[config.mk]
export PLATFORM = sky130hd
export DESIGN_NAME = fir_mac_sequencer
export DESIGN_NICKNAME = d
export VERILOG_FILES = /design/src/rtl/fir_pkg.sv /design/src/rtl/fir_tap_line.sv /design/src/rtl/fir_mac_sequencer.sv
export SDC_FILE = /design/constraint.sdc
export NUM_CORES = 1
export LEC_CHECK = 0
export CAP_MARGIN = 20
export CORE_MARGIN = 2
export CORE_UTILIZATION = 36
export DETAILED_ROUTE_END_ITERATION = 8
export HOLD_SLACK_MARGIN = 0.02
export PLACE_DENSITY = 0.56
export SLEW_MARGIN = 10
export SYNTH_ARGS = -nofsm -noshare
export SYNTH_HDL_FRONTEND = slang
export SYNTH_SLANG_ARGS = --single-unit
[constraint.sdc]
create_clock -name clk -period 29.9 [get_ports clk]
set_clock_uncertainty 0.1 [all_clocks]
set_input_delay 5.98 -clock clk [delete_from_list [all_inputs] [get_ports clk]]
set_output_delay 5.98 -clock clk [all_outputs]
set_load 0.02 [all_outputs]
[src/rtl/fir_pkg.sv]
// Shared widths and state encoding for the time-multiplexed FIR sequencer.
package fir_pkg;

  localparam int DATA_WIDTH = 16;
  localparam int NUM_REGS   = 8;
  localparam int COEF_WIDTH = 16;
  localparam int OUT_WIDTH  = DATA_WIDTH + COEF_WIDTH + $clog2(NUM_REGS);

  typedef enum logic [1:0] {
    IDLE = 2'd0,
    MAC  = 2'd1,
    OUT  = 2'd2
  } fir_state_t;

endpackage

[src/rtl/fir_tap_line.sv]
// Enable-gated sample delay line; taps_o[0] holds the newest sample.
module fir_tap_line #(
  parameter int DATA_WIDTH = 16,
  parameter int NUM_REGS   = 8
) (
  input  logic                                 clk,
  input  logic                                 rst,
  input  logic                                 shift_en_i,
  input  logic [DATA_WIDTH-1:0]                din_i,
  output logic [NUM_REGS-1:0][DATA_WIDTH-1:0]  taps_o
);

  logic [NUM_REGS-1:0][DATA_WIDTH-1:0] taps_q;

  // Shift register: new sample enters at index 0, oldest falls off the top.
  always_ff @(posedge clk or negedge rst) begin
    if (!rst) begin
      taps_q <= '0;
    end else if (shift_en_i) begin
      taps_q <= {taps_q[NUM_REGS-2:0], din_i};
    end else begin
      taps_q <= taps_q;
    end
  end

  assign taps_o = taps_q;

endmodule

[src/rtl/fir_mac_sequencer.sv]
// FIR controller stepping one shared multiply-accumulate across all taps per sample.
module fir_mac_sequencer
  import fir_pkg::*;
#(
  parameter int DATA_WIDTH = fir_pkg::DATA_WIDTH,
  parameter int NUM_REGS   = fir_pkg::NUM_REGS,
  parameter int COEF_WIDTH = fir_pkg::COEF_WIDTH,
  parameter int OUT_WIDTH  = DATA_WIDTH + COEF_WIDTH + $clog2(NUM_REGS)
) (
  input  logic                        clk,
  input  logic                        rst,
  input  logic                        s_valid,
  output logic                        s_ready,
  input  logic [DATA_WIDTH-1:0]       s_data,
  input  logic                        coef_we,
  input  logic [$clog2(NUM_REGS)-1:0] coef_addr,
  input  logic [COEF_WIDTH-1:0]       coef_data,
  output logic                        m_valid,
  input  logic                        m_ready,
  output logic [OUT_WIDTH-1:0]        m_data,
  output logic                        busy
);

  localparam int IDXW   = $clog2(NUM_REGS);
  localparam int PROD_W = DATA_WIDTH + COEF_WIDTH;

  fir_state_t                          state_q, state_d;
  logic [IDXW-1:0]                     idx_q, idx_d;
  logic [OUT_WIDTH-1:0]                acc_q, acc_d;
  logic [OUT_WIDTH-1:0]                m_data_q, m_data_d;
  logic                                m_valid_q, m_valid_d;
  logic [COEF_WIDTH-1:0]               coef_q [NUM_REGS];
  logic [NUM_REGS-1:0][DATA_WIDTH-1:0] taps_s;
  logic                                shift_en_s;
  logic                                coef_wr_s;
  logic signed [DATA_WIDTH-1:0]        tap_sel_s;
  logic signed [COEF_WIDTH-1:0]        coef_sel_s;
  logic signed [PROD_W-1:0]            prod_s;
  logic [OUT_WIDTH-1:0]                prod_ext_s;
  logic [OUT_WIDTH-1:0]                sum_s;

  fir_tap_line #(
    .DATA_WIDTH (DATA_WIDTH),
    .NUM_REGS   (NUM_REGS)
  ) u_tap_line (
    .clk        (clk),
    .rst        (rst),
    .shift_en_i (shift_en_s),
    .din_i      (s_data),
    .taps_o     (taps_s)
  );

  assign tap_sel_s  = taps_s[idx_q];
  assign coef_sel_s = coef_q[idx_q];
  assign prod_s     = tap_sel_s * coef_sel_s;
  assign prod_ext_s = {{(OUT_WIDTH-PROD_W){prod_s[PROD_W-1]}}, prod_s};
  assign sum_s      = acc_q + prod_ext_s;

  // Next-state, datapath and handshake decode.
  always_comb begin
    state_d    = state_q;
    idx_d      = idx_q;
    acc_d      = acc_q;
    m_data_d   = m_data_q;
    m_valid_d  = m_valid_q;
    shift_en_s = 1'b0;
    coef_wr_s  = 1'b0;
    case (state_q)
      IDLE: begin
        if (coef_we) begin
          coef_wr_s = 1'b1;
        end else if (s_valid) begin
          shift_en_s = 1'b1;
          idx_d      = '0;
          acc_d      = '0;
          state_d    = MAC;
        end else begin
          state_d = IDLE;
        end
      end
      MAC: begin
        acc_d = sum_s;
        idx_d = idx_q + IDXW'(1);
        if (idx_q == IDXW'(NUM_REGS - 1)) begin
          m_data_d  = sum_s;
          m_valid_d = 1'b1;
          state_d   = OUT;
        end else begin
          state_d = MAC;
        end
      end
      OUT: begin
        if (m_ready) begin
          m_valid_d = 1'b0;
          state_d   = IDLE;
        end else begin
          state_d = OUT;
        end
      end
      default: begin
        state_d   = IDLE;
        m_valid_d = 1'b0;
      end
    endcase
  end

  // Control and result registers.
  always_ff @(posedge clk or negedge rst) begin
    if (!rst) begin
      state_q   <= IDLE;
      idx_q     <= '0;
      acc_q     <= '0;
      m_data_q  <= '0;
      m_valid_q <= 1'b0;
    end else begin
      state_q   <= state_d;
      idx_q     <= idx_d;
      acc_q     <= acc_d;
      m_data_q  <= m_data_d;
      m_valid_q <= m_valid_d;
    end
  end

  // Coefficient bank; writes only land while idle.
  always_ff @(posedge clk or negedge rst) begin
    if (!rst) begin
      for (int k = 0; k < NUM_REGS; k++) begin
        coef_q[k] <= '0;
      end
    end else if (coef_wr_s) begin
      coef_q[coef_addr] <= coef_data;
    end else begin
      coef_q <= coef_q;
    end
  end

  assign s_ready = (state_q == IDLE) && !coef_we;
  assign busy    = (state_q != IDLE);
  assign m_valid = m_valid_q;
  assign m_data  = m_data_q;

endmodule

After elaboration in Yosys (flattened, before gate mapping)
Cells that the tools add are included.
{"block": "op_classes", "n_addsub": 2, "mul": 1, "n_lt_le_gt_ge": 4, "eq_ne": 7, "n_mux": 27, "n_bitwise": 3, "n_reduce_logical": 9}
{"operator": "$bwmux 128", "count": 1}
{"operator": "$bmux 16 s3", "count": 2}
{"operator": "$mux 35", "count": 2}
{"operator": "$pmux 35 s2", "count": 1}
{"operator": "$mux 16", "count": 4}
{"operator": "$demux 16 s3", "count": 1}
{"operator": "$add 35x35->35", "count": 1}
{"operator": "$mul 16x16->32", "count": 1}
{"operator": "$ge 4x4->1 const B", "count": 2}
{"operator": "$mux 1", "count": 8}
{"operator": "$ne 2x2->1 const B", "count": 4}
{"operator": "$not 3->4", "count": 2}
{"operator": "$mux 2", "count": 3}
{"operator": "$mux 3", "count": 2}
{"operator": "$pmux 2 s3", "count": 1}
{"operator": "$pmux 3 s2", "count": 1}
{"operator": "$reduce_and 3->1", "count": 2}
{"operator": "$lt 3x4->1 const B", "count": 1}
{"operator": "$lt 4x1->1 const B", "count": 1}
{"operator": "$reduce_bool 2->1", "count": 2}
{"operator": "$add 3x1->3 const B", "count": 1}
{"operator": "$eq 3x3->1 const B", "count": 1}
{"operator": "$pmux 1 s3", "count": 1}
{"operator": "$eq 2x1->1 const B", "count": 1}
{"operator": "6 further kinds", "count": 7}
{"block": "word_totals", "regBits": 332, "input_bits": 40, "output_inout_bits": 38, "word_cells": 74}

Longest topological paths before layout
Gate-level depths: netlist of run 1.
{"block": "logic_depth", "ltp_word": 7, "ltp_mapped": 38, "depth_no_buf": 35}

Modules after synthesis
Synthesis of run 1 repeated with hierarchy kept, for this count alone.
{"block": "hier_totals", "cells_unflattened": 2256, "hier_area_um2": 25635.8}
{"module": "fir_mac_sequencer", "instances": 1, "cells_per_inst": 1986, "area_per_inst_um2": 20813.7, "seq_area_each_um2": 5104.9}
{"module": "fir_tap_line", "instances": 1, "cells_per_inst": 270, "area_per_inst_um2": 4822.1, "seq_area_each_um2": 3203.1}

Least setup slack after synthesis of run 1
No wires, ideal clock.
{"block": "synth_path", "kind": "input to output", "startpoint": "in coef_we", "endpoint": "out s_ready", "t_arrival_ns": 6.273, "t_required_ns": 23.820, "setup_slack_ns": 17.547, "stages": 1, "path_buffers": 0, "cell_sequence": "nor2_1"}
{"block": "synth_between", "elab_chain_cells": 2}
{"element": "from (decl)", "line": "fir_mac_sequencer.sv:15", "rtl": "input logic coef_we,"}
{"element": "$logic_not 1->1", "line": "fir_mac_sequencer.sv:137", "rtl": "assign s_ready = (state_q == IDLE) && !coef_we;"}
{"element": "$logic_and 1x1->1", "line": "fir_mac_sequencer.sv:137"}
{"element": "to (decl)", "line": "fir_mac_sequencer.sv:13", "rtl": "output logic s_ready,"}
Every way passes these cells.

Final worst setup path of run 1
Same ends and word-level chain as after synthesis.

==> results list, run 1 <==
* Critical path peak fanout: 5
- Area of the die: 73300 um^2
- Drt total wl: 59600 um
- In the routed design, unresolved DRC markers number 0.
- The tree is rooted in a clkbuf_16.
- Share of synthesized flip-flops with an asynchronous set or reset: 100%
- Input and output buffers added on the ports amount to 77.
- Summing over every cut layer, the via total after detailed routing is 16.3k.
* Synth cell types: 65
* Cell area after synthesis: 25600 um^2
- Headroom to the max-slew limit came out at 25.4%.
- Number of sinks on the clock net: 332
- Data on the critical path is required at its endpoint by 23.82 ns.
- Gates resized during post-CTS repair numbered 0.
- Highest metal layer with signal wires: met5
* Die Height: 271 um
- TritonCTS built the clock tree.
* Number of global-route vias before repair: 17.8k
- Number of buffers inserted during clock tree synthesis: 39
- Width of the die: 271 um
- Run status: finished clean
- Syn nets: 2662
* Final non-filler cell total: 3272
- IO Count: 78
- GRT Util Overall: 16.8%
- Synthesized netlist cell count: 2238
* Hold/Removal Path Class: flip-flop to flip-flop
- Cells with a size suffix above 1 make up 20.1% of the layout.
* Fin Setup TNS: 0 ns
- Number of hold violations in the final report: 0
- Count of antenna-violating nets left after detailed routing: 0
* Number of rows created at floorplan: 97
- Count of synthesis-stage warnings from yosys: 0
- The first global-routing pass estimated 98600 um of wire.
* Mean post-synth cell area: 11.5 um^2
* Area growth, synth to finish: 12.5%
- Placeable core region: 70300 um^2
- In this run the deepest clock path goes through 3 buffers.
- After clock tree synthesis, the clock-pin slew on the worst setup and hold paths is 0.06 ns.
* R2R Path Start: idx_q[0]
* Final-report max-slew violation count: 0
- Setup repair after global routing missed its margin: no
* Most used standard cell by instance count after synthesis: inv_1
- At the later pin of the worst-skew pair, clock insertion delay measures 0.58 ns.
- Derived from the worst setup path, the maximum achievable clock frequency is 0.0748 GHz.
- The H-tree was split into 2 levels.
* Sort of element at the end of the critical path: output port
- In the post-synthesis netlist, the biggest area contributors are dfrtp_1, fa_1, mux2_2.
- Portion of the post-synthesis area used by sequential elements: 32.4%
* Beginning of the worst hold path: m_data[10]
* Antenna violations before repair: 1
- Avg Vias per Cell: 4.99
* Fraction of the cycle the final worst path needs: 44.7%
- Setup violations remaining at the end of the flow were counted as 0.
- The synthesized design contains 0 enable-type register cells.
- Detailed-routed wire length on met3: 3020 um
* Worst-Margin Slew: 1.09 ns
- Wirelength per Cell: 18.2 um
- Post-route met1 wirelength: 27500 um
* Initial core utilization: 36.5%
- Last weighted congestion value of the routability-driven placer: 0.914
- For this run, the leading register cell type out of synthesis is dfrtp_1.
- After clock tree synthesis, the setup repair step added 0 buffers.
* Minimum clock period after layout: 13.36 ns
* Synth Register Bits: 332
- Summed over all nets, wire length on met2 after detailed routing comes to 27800 um.
- Number of DRC markers after the initial detailed-route iteration: 867
- Largest net degree at the start of global routing: 136
- Across the run, the number of max-cap violations was 0.
- In this run, post-CTS hold repair placed 0 buffers.
* Cells after DPL: 3199
- STA classifies the critical path startpoint as an input port.
- Proportion of netlist area held by the largest area contributor: 32.4%
* Largest area contributor in the netlist: dfrtp_1
- The final layout contains 2726 nets.
* Synth cell count leaders: inv_1, dfrtp_1, mux2_2, fa_1, nand2_1
- Startpoint of the most critical setup path: coef_we
- The HPWL after detailed placement is 44100 um.
* Arrival time of data at the critical path endpoint: 7.28 ns
* First-pass iteration count of the detailed router: 5
- The total overflow left after global routing is 0.
- The setup path with the least slack is of type input port to output port.
registers in the layout (all words and copies together), names as in the netlist:
| signal | cells |
|---|---|
| coef_q | 128 |
| acc_q | 35 |
| m_valid | 1 |
| state_q | 2 |
| m_data | 35 |
| idx_q | 3 |
| u_tap_line.taps_o | 128 |
cell usage in the layout (no fill, tap or decap), types with 16 or more instances in the layout:
cell	synthesis	routed
inv_1	335	335
nand2b_1	19	19
mux2_2	293	293
nand2_1	184	183
a22o_1	17	17
nor2_1	158	157
clkbuf_16	0	39
fa_1	263	263
clkdlybuf4s50_1	0	76
dfrtp_1	332	329
xor2_1	16	16
xnor2_1	41	41
mux2i_1	27	25
a21oi_1	58	58
ha_1	121	121
o21ai_0	56	56
a21o_1	24	24
mux4_2	64	64
buf_4	0	21
layer usage:
metal / track usage (%) / up-vias
met5: 0 / -
met4: 4.46 / 2
met3: 2.92 / 80
met2: 27.4 / 350
met1: 23.2 / 8361
li1: - / 7544
through the flow:
| step | hold WS [ns] | worst slack (ns) | area (um^2) | utilization (%) |
|---|---|---|---|---|
| 5_1_grt | 0.411 | 16.47 | 28800 | 41.0 |
| 6_report | 0.377 | 16.54 | 28800 | 41.0 |
| 3_3_place_gp | 0.369 | 16.55 | 27500 | 39.1 |
| 3_5_place_dp | 0.373 | 16.52 | 27500 | 39.1 |
| 2_1_floorplan | 0.355 | 17.55 | 25600 | - |
| 4_1_cts | 0.387 | 16.50 | 28800 | 41.0 |
worst paths after layout:
path                       depth (start not counted)  slack, ns         end
max                                                3      16.54     s_ready
min                                                2       0.38  m_data[10]
max reg2reg                                       33      19.13  m_data[33]
min reg2reg                                        2       0.38  m_data[10]
max in group asynchronous                          3      22.14  coef_q[51]
min in group asynchronous                          1       5.37  coef_q[88]
cells by family after synthesis:
| group | Yosys count | share of synthesized area [%] |
|---|---|---|
| AO/OA/AOI/OAI | 228 | 5.95 |
| multiplexers | 385 | 19.6 |
| buffers and inverters | 413 | 6.07 |
| XOR/XNOR | 59 | 2.12 |
| adder cells (fa/ha/maj) | 384 | 26.4 |
| flip-flops | 332 | 32.4 |
| AND/OR/NAND/NOR | 437 | 7.40 |
layout make-up:
| cell class | count | area, um^2 |
|---|---|---|
| multi-input cells | 1493 | 15800 |
| inverters | 335 | 1260 |
| flip-flops and latches | 332 | 8310 |
| well taps | 940 | 1180 |
| clock buffers | 57 | 1140 |
| diodes | 1 | 2.50 |
| repair buffers | 101 | 992 |
| clock inverters | 13 | 149 |
| fillers | 6676 | 41400 |
worst max-delay path, stage by stage:
cell,delay (ns)
clkdlybuf4s50_1,0.52
nor2_1,0.17
clkdlybuf4s50_1,0.62
Power of run 1 is not shown: default switching activity piles up to over one toggle a cycle in this logic, so the estimate is an artifact.
==> run 2: changes to the inputs <==
==> constraint.sdc (replaced) <==
create_clock -name clk -period 13.7 [get_ports clk]
set_clock_uncertainty 0.1 [all_clocks]
set_input_delay 2.74 -clock clk [delete_from_list [all_inputs] [get_ports clk]]
set_output_delay 2.74 -clock clk [all_outputs]
set_load 0.02 [all_outputs]
==> run 2 against run 1 <==
  * Design area grew 0.16%
  * Sequential share of layout area is essentially flat
  * Clock-buffer cell count is 1 higher
==> results list, run 2 (synthesis gave the netlist of run 1 again) <==
* Critical path peak fanout: 43 (+38)
- Area growth, synth to finish: 12.6%
* Most used cells in the layout excluding fill and tap cells: inv_1, dfrtp_1, mux2_2, fa_1, nand2_1
- The clock-pin transition on the worst setup and hold timing paths was 0.06 ns (about the same).
- The total track usage is 17.1% (+0.28 points).
- IO buf count: 77 (unchanged)
- Setup repair after global routing left no endpoint under its margin.
- TritonCTS built the clock tree.
- Width of the die: 271 um (unchanged)
- CTS Buffer Depth: 3 (unchanged)
- The TritonCTS sink count was 332 (unchanged).
* Cell class contributing the biggest share of worst-path delay: adder cells
- Area of the die: 73300 um^2 (unchanged)
- The worst setup path is of the flip-flop to flip-flop kind.
* F_max: 0.0933 GHz
- Beginning of the worst hold path: m_data[14]
- The final total negative setup slack was 0 ns (unchanged).
- The clock latency reported for the late side of the worst-skew pair is 0.56 ns (-0.02 ns).
- The final number of hold-violating endpoints was 0 (unchanged).
- Number of buffers inserted during clock tree synthesis: 39 (unchanged)
- The maximum level of the CTS H-tree was 2 (unchanged).
* Number of buffers and inverters on the critical path: 7 (+5)
* Largest net degree at the start of global routing: 134 (-1.5%)
* Final-report max-slew violation count: 0 (unchanged)
- Commonest non-fill, non-tap cell in the layout: inv_1
- Number of DRC markers after the initial detailed-route iteration: 1004 (+16%)
- GRT overflow: 0 (unchanged)
- Delay of the slowest cell on the worst path: 0.99 ns (+0.37 ns)
- DRC: 0 (unchanged)
- Final non-filler cell total: 3273 (+0.031%)
* Number of max-cap violations: 0 (unchanged)
* Root buf cell: clkbuf_16
- Minimum clock period after layout: 10.71 ns
- The number of rows in the core area was 97 (unchanged).
- The average wire length per cell after detail routing was 18.8 um (+3.0%).
* Sort of element at the end of the critical path: flip-flop
- Drt total wl: 61400 um (+3.1%)
- The chip height was 271 um (unchanged).
* Setup bufs post-CTS: 0 (unchanged)
- The I/O pin count came to 78 (unchanged).
- Placeable core region: 70300 um^2 (unchanged)
- Count of vias placed by the detailed router: 16.5k (+1.1%)
* Fraction of the cycle the final worst path needs: 78.2%
- Run status: finished clean
* Final setup vio count: 0 (unchanged)
* Nets: 2728 (+0.073%)
- The worst register-to-register path begins at idx_q[0].
* Launching element type of the critical path: flip-flop
* Number of cells upsized or downsized after cts: 0 (unchanged)
- Initial core utilization: 36.5% (unchanged)
- The number of detailed-route iterations in the first pass came to 5 (unchanged).
* Cells after DPL: 3201 (+0.063%)
- The first-pass GRT wire length was 100000 um (+1.4%).
* Share of cells above drive strength 1: 20.1% (about the same)
- The remaining antenna violation count after routing came to 0 (unchanged).
- Worst-Margin Slew: 1.15 ns (+0.0624 ns)
- Hold/Removal Path Class: flip-flop to flip-flop
- The initial antenna violation count came to 2 (+1).
- Placed wire-length estimate: 45500 um (+3.3%)
* Remaining max-slew budget at the tightest pin: 21.2% (-4.3 points)
- Required arrival time at the worst endpoint: 14.04 ns (-9.78 ns)
- The worst hold-check slack came to 0.379 ns (+0.00149 ns).
- The cts-stage hold buffer count came to 0 (unchanged).
- For this design, the slowest cell found on the critical path is dfrtp_4.
- Most used cell along the critical path: inv_1
* Arrival time of data at the critical path endpoint: 11.06 ns (+3.78 ns)
- Startpoint of the most critical setup path: idx_q[0]
- Number of global-route vias before repair: 18.0k (+1.2%)
- The number of vias per cell after detailed routing is 5.05 (+1.1%).
- The last weighted congestion value of the routability-driven placer is 0.889 (-2.6%).
run 2: worst paths after layout:
path,end,slack (ns),depth (start not counted)
max in group asynchronous,u_tap_line.taps_o[65],9.44,4
setup reg to reg,acc_q[33],2.99,34
setup / recovery,acc_q[33],2.99,34
hold / removal,m_data[14],0.38,2
min in group asynchronous,coef_q[120],2.16,1
hold reg to reg,m_data[14],0.38,2
run 2: through the flow:
step | worst slack (ns) | utilization (%) | instance area (um^2)
floorplan | 4.32 | - | 25600
global placement | 3.05 | 39.1 | 27500
detailed placement | 2.88 | 39.1 | 27500
CTS | 2.88 | 41.0 | 28800
global route | 2.18 | 41.1 | 28900
finish | 2.99 | 41.1 | 28900
run 2: worst register-to-register path, delay by kind of cell (launching register included):
family                     cells  cell delay, ns
AOI/OAI and AO/OA             10            2.80
xor gates and xnor gates       1            0.15
adders and majority gates      8            3.09
buffers and inverters          7            0.98
DFF                            1            0.99
muxes                          2            1.36
and+or+nand+nor                6            1.14
run 2: per-layer routing:
layer	part of all wire, %	track usage, %
met1	45	23.1
met3	5.8	3.82
met2	46	27.7
met4	2.5	4.68
met5	0.026	0
run 2: layout make-up:
type	count	area (um^2)
Fill cell	6657	41400
Multi-Input combinational cell	1493	15800
Sequential cell	332	8310
Inverter	335	1260
Tap cell	940	1180
Clock buffer	58	1170
Timing Repair Buffer	103	1020
Clock inverter	11	149
Antenna cell	1	2.50
Power of run 2 is left out for the same reason.
==> run 3: changes to the inputs <==
--- a/config.mk
+++ b/config.mk
@@ -10,7 +10,7 @@
 export CORE_UTILIZATION = 36
 export DETAILED_ROUTE_END_ITERATION = 8
 export HOLD_SLACK_MARGIN = 0.02
-export PLACE_DENSITY = 0.56
+export PLACE_DENSITY = 0.58
 export SLEW_MARGIN = 10
 export SYNTH_ARGS = -nofsm -noshare
 export SYNTH_HDL_FRONTEND = slang
==> constraint.sdc (replaced) <==
create_clock -name clk -period 9 [get_ports clk]
set_clock_uncertainty 0.1 [all_clocks]
set_input_delay 1.8 -clock clk [delete_from_list [all_inputs] [get_ports clk]]
set_output_delay 1.8 -clock clk [all_outputs]
set_load 0.02 [all_outputs]
==> run 3 against run 2 <==
  * Sequential share of layout area down 2.1 points
  * Via count up 4.2%
  * Worst setup slack worse by 2.9 ns
  * Cell count up 6.5%
==> results list, run 3 (synthesis gave the netlist of run 1 again) <==
- Commonest non-fill, non-tap cell in the layout: inv_1
* Area after detailed placement: 29000 um^2 (+5.4%)
* Wire length of the first global-routing pass: 103000 um (+3.4%)
- The via count of the first global-routing pass came to 18.7k (+3.8%).
- Fraction of the cycle the final worst path needs: 99.4% (+21 points)
* Count of antenna-violating nets left after detailed routing: 0 (unchanged)
* Root buf cell: clkbuf_16
* Largest net degree at the start of global routing: 137 (+2.2%)
- The number of buffer cells added on primary ports is 77 (unchanged).
* Fin Setup TNS: 0 ns (unchanged)
- The number of design-rule violations left by the first detailed-router iteration came to 881 (-12%).
- Setup repair after global routing missed its margin: yes
- Run status: finished clean
- The average wire length per cell after detail routing came to 18.3 um (-2.5%).
- The required time of the critical path came to 9.37 ns (-4.67 ns).
- Number of hold violations in the final report: 0 (unchanged)
- The critical-path maximum fanout came to 6 (-86%).
- The critical path depth is 32 (-5.9%).
* Remaining max-slew budget at the tightest pin: 28.2% (+7.1 points)
* Cell class contributing the biggest share of worst-path delay: adder cells
- Die Height: 271 um (unchanged)
* Number of buffers inserted during clock tree synthesis: 39 (unchanged)
- CTS Buffer Depth: 3 (unchanged)
* Final setup vio count: 0 (unchanged)
* IO Count: 78 (unchanged)
- Number of buffers and inverters on the critical path: 8 (+1)
- The achievable clock frequency came to 0.112 GHz (+20%).
* Minimum clock period after layout: 8.95 ns (-1.77 ns)
- The critical path data arrival time was 9.32 ns (-1.74 ns).
* Initial core utilization: 36.5% (unchanged)
* Hold/Removal Path Class: flip-flop to flip-flop
* GRT Util Overall: 17.7% (+0.63 points)
* GRT overflow: 0 (unchanged)
* Number of sinks on the clock net: 332 (unchanged)
- The number of diodes is 0 (-1).
- The worst setup path is captured at a flip-flop.
* Clock-pin slew on the worst setup and hold paths: 0.06 ns (about the same)
- Count of vias placed by the detailed router: 17.2k (+4.2%)
* Placed wire-length estimate: 49000 um (+7.6%)
* Drt total wl: 63800 um (+3.8%)
* Most used cells in the layout excluding fill and tap cells: inv_1, dfrtp_1, mux2_2, fa_1, buf_4
* Nets: 2941 (+7.8%)
- The overall die area is 73300 um^2 (unchanged).
* DRC: 0 (unchanged)
* Width of the die: 271 um (unchanged)
- Most used cell along the critical path: fa_1
- TritonCTS clock tree: done
* Final cell area excluding filler cells: 31100 um^2 (+7.8%)
- The maximum level of the CTS H-tree came to 2 (unchanged).
* WS Path Type: flip-flop to flip-flop
- Hold Path Cell Cnt: 2 (unchanged)
- The area of the core was 70300 um^2 (unchanged).
- Delay of the slowest cell on the worst path: 0.58 ns (-0.41 ns)
* Last weighted congestion value of the routability-driven placer: 0.914 (+2.8%)
- Logic depth of the worst register-to-register path: 32 (-5.9%)
* Number of rows created at floorplan: 97 (unchanged)
* Highest-delay cell along the critical path: fa_1
* Insertion delay to the later sink of the worst-skew pair: 0.58 ns (+0.02 ns)
- Number of max-cap violations: 0 (unchanged)
- Avg Vias per Cell: 4.94 (-2.2%)
- Final-report max-slew violation count: 0 (unchanged)
- Share of cells above drive strength 1: 29.5% (+9.4 points)
- The number of detailed-route iterations in the first pass was 7 (+2).
* Worst-Margin Slew: 1.08 ns (-0.0734 ns)
- The initial antenna violation count is 0 (-2).
* Launching element type of the critical path: flip-flop
- Final core area utilization: 44.3% (+3.2 points)
* Area growth, synth to finish: 21.4%
* Hold buffer count at cts: 0 (unchanged)
* Fill count: 6455 (-3.0%)
run 3: cell types whose count changed in the layout (fill, tap and decap cells not counted), sizes merged:
cell,previous run,this run
inv,337,341
clkinvlp,0,1
bufinv,3,4
bufbuf,0,1
buf,27,239
diode,1,0
clkbuf,58,52
run 3: worst min-delay path: stages, from the launching register on:
cell,delay [ns]
dfrtp_1,0.34
nand2_1,0.05
o21ai_0,0.06
run 3: final timing paths:
path | from | to | slack [ns]
worst max-delay path | idx_q[0] | m_data[34] | 0.05
worst min-delay path | m_data[12] | m_data[12] | 0.38
worst max register to register | idx_q[0] | m_data[34] | 0.05
worst min register to register | m_data[12] | m_data[12] | 0.38
max in group asynchronous | rst | m_data[17] | 6.00
min in group asynchronous | rst | coef_q[46] | 1.25
run 3: area by class of cell:
| class | count | area, um^2 | area share [%] |
|---|---|---|---|
| Clock buffer | 52 | 1090 | 3.52 |
| Clock inverter | 17 | 243 | 0.780 |
| Inverter | 335 | 1260 | 4.04 |
| Multi-Input combinational cell | 1493 | 16200 | 52.0 |
| Sequential cell | 332 | 8310 | 26.7 |
| Tap cell | 940 | 1180 | 3.78 |
| Timing Repair Buffer | 316 | 2860 | 9.20 |
run 3: repair_timing:
| action | 4_1_cts | 5_1_grt |
|---|---|---|
| buffers inserted | 19 | 11 |
| pin swaps | 18 | 41 |
| cloned | 1 | 0 |
| gates resized for setup | 33 | 86 |
| setup endpoints to repair | 15 | 21 |
run 3: per-stage QoR:
step                      hold slack [ns]  setup WS, ns  instances
after detailed placement            0.373        -0.240       3384
final                               0.379        0.0535       3485
after global placement              0.363        -0.223       3384
after floorplan                     0.355       0.00946       2238
after CTS                           0.386       0.00349       3472
after global routing                0.409        -0.225       3485
run 3: routing by layer:
layer	routed length (um)	track usage (%)
met5	0	0
met4	1480	4.67
met3	2800	3.08
met2	30800	29.8
met1	28700	23.6
Power of run 3 is left out for the same reason.
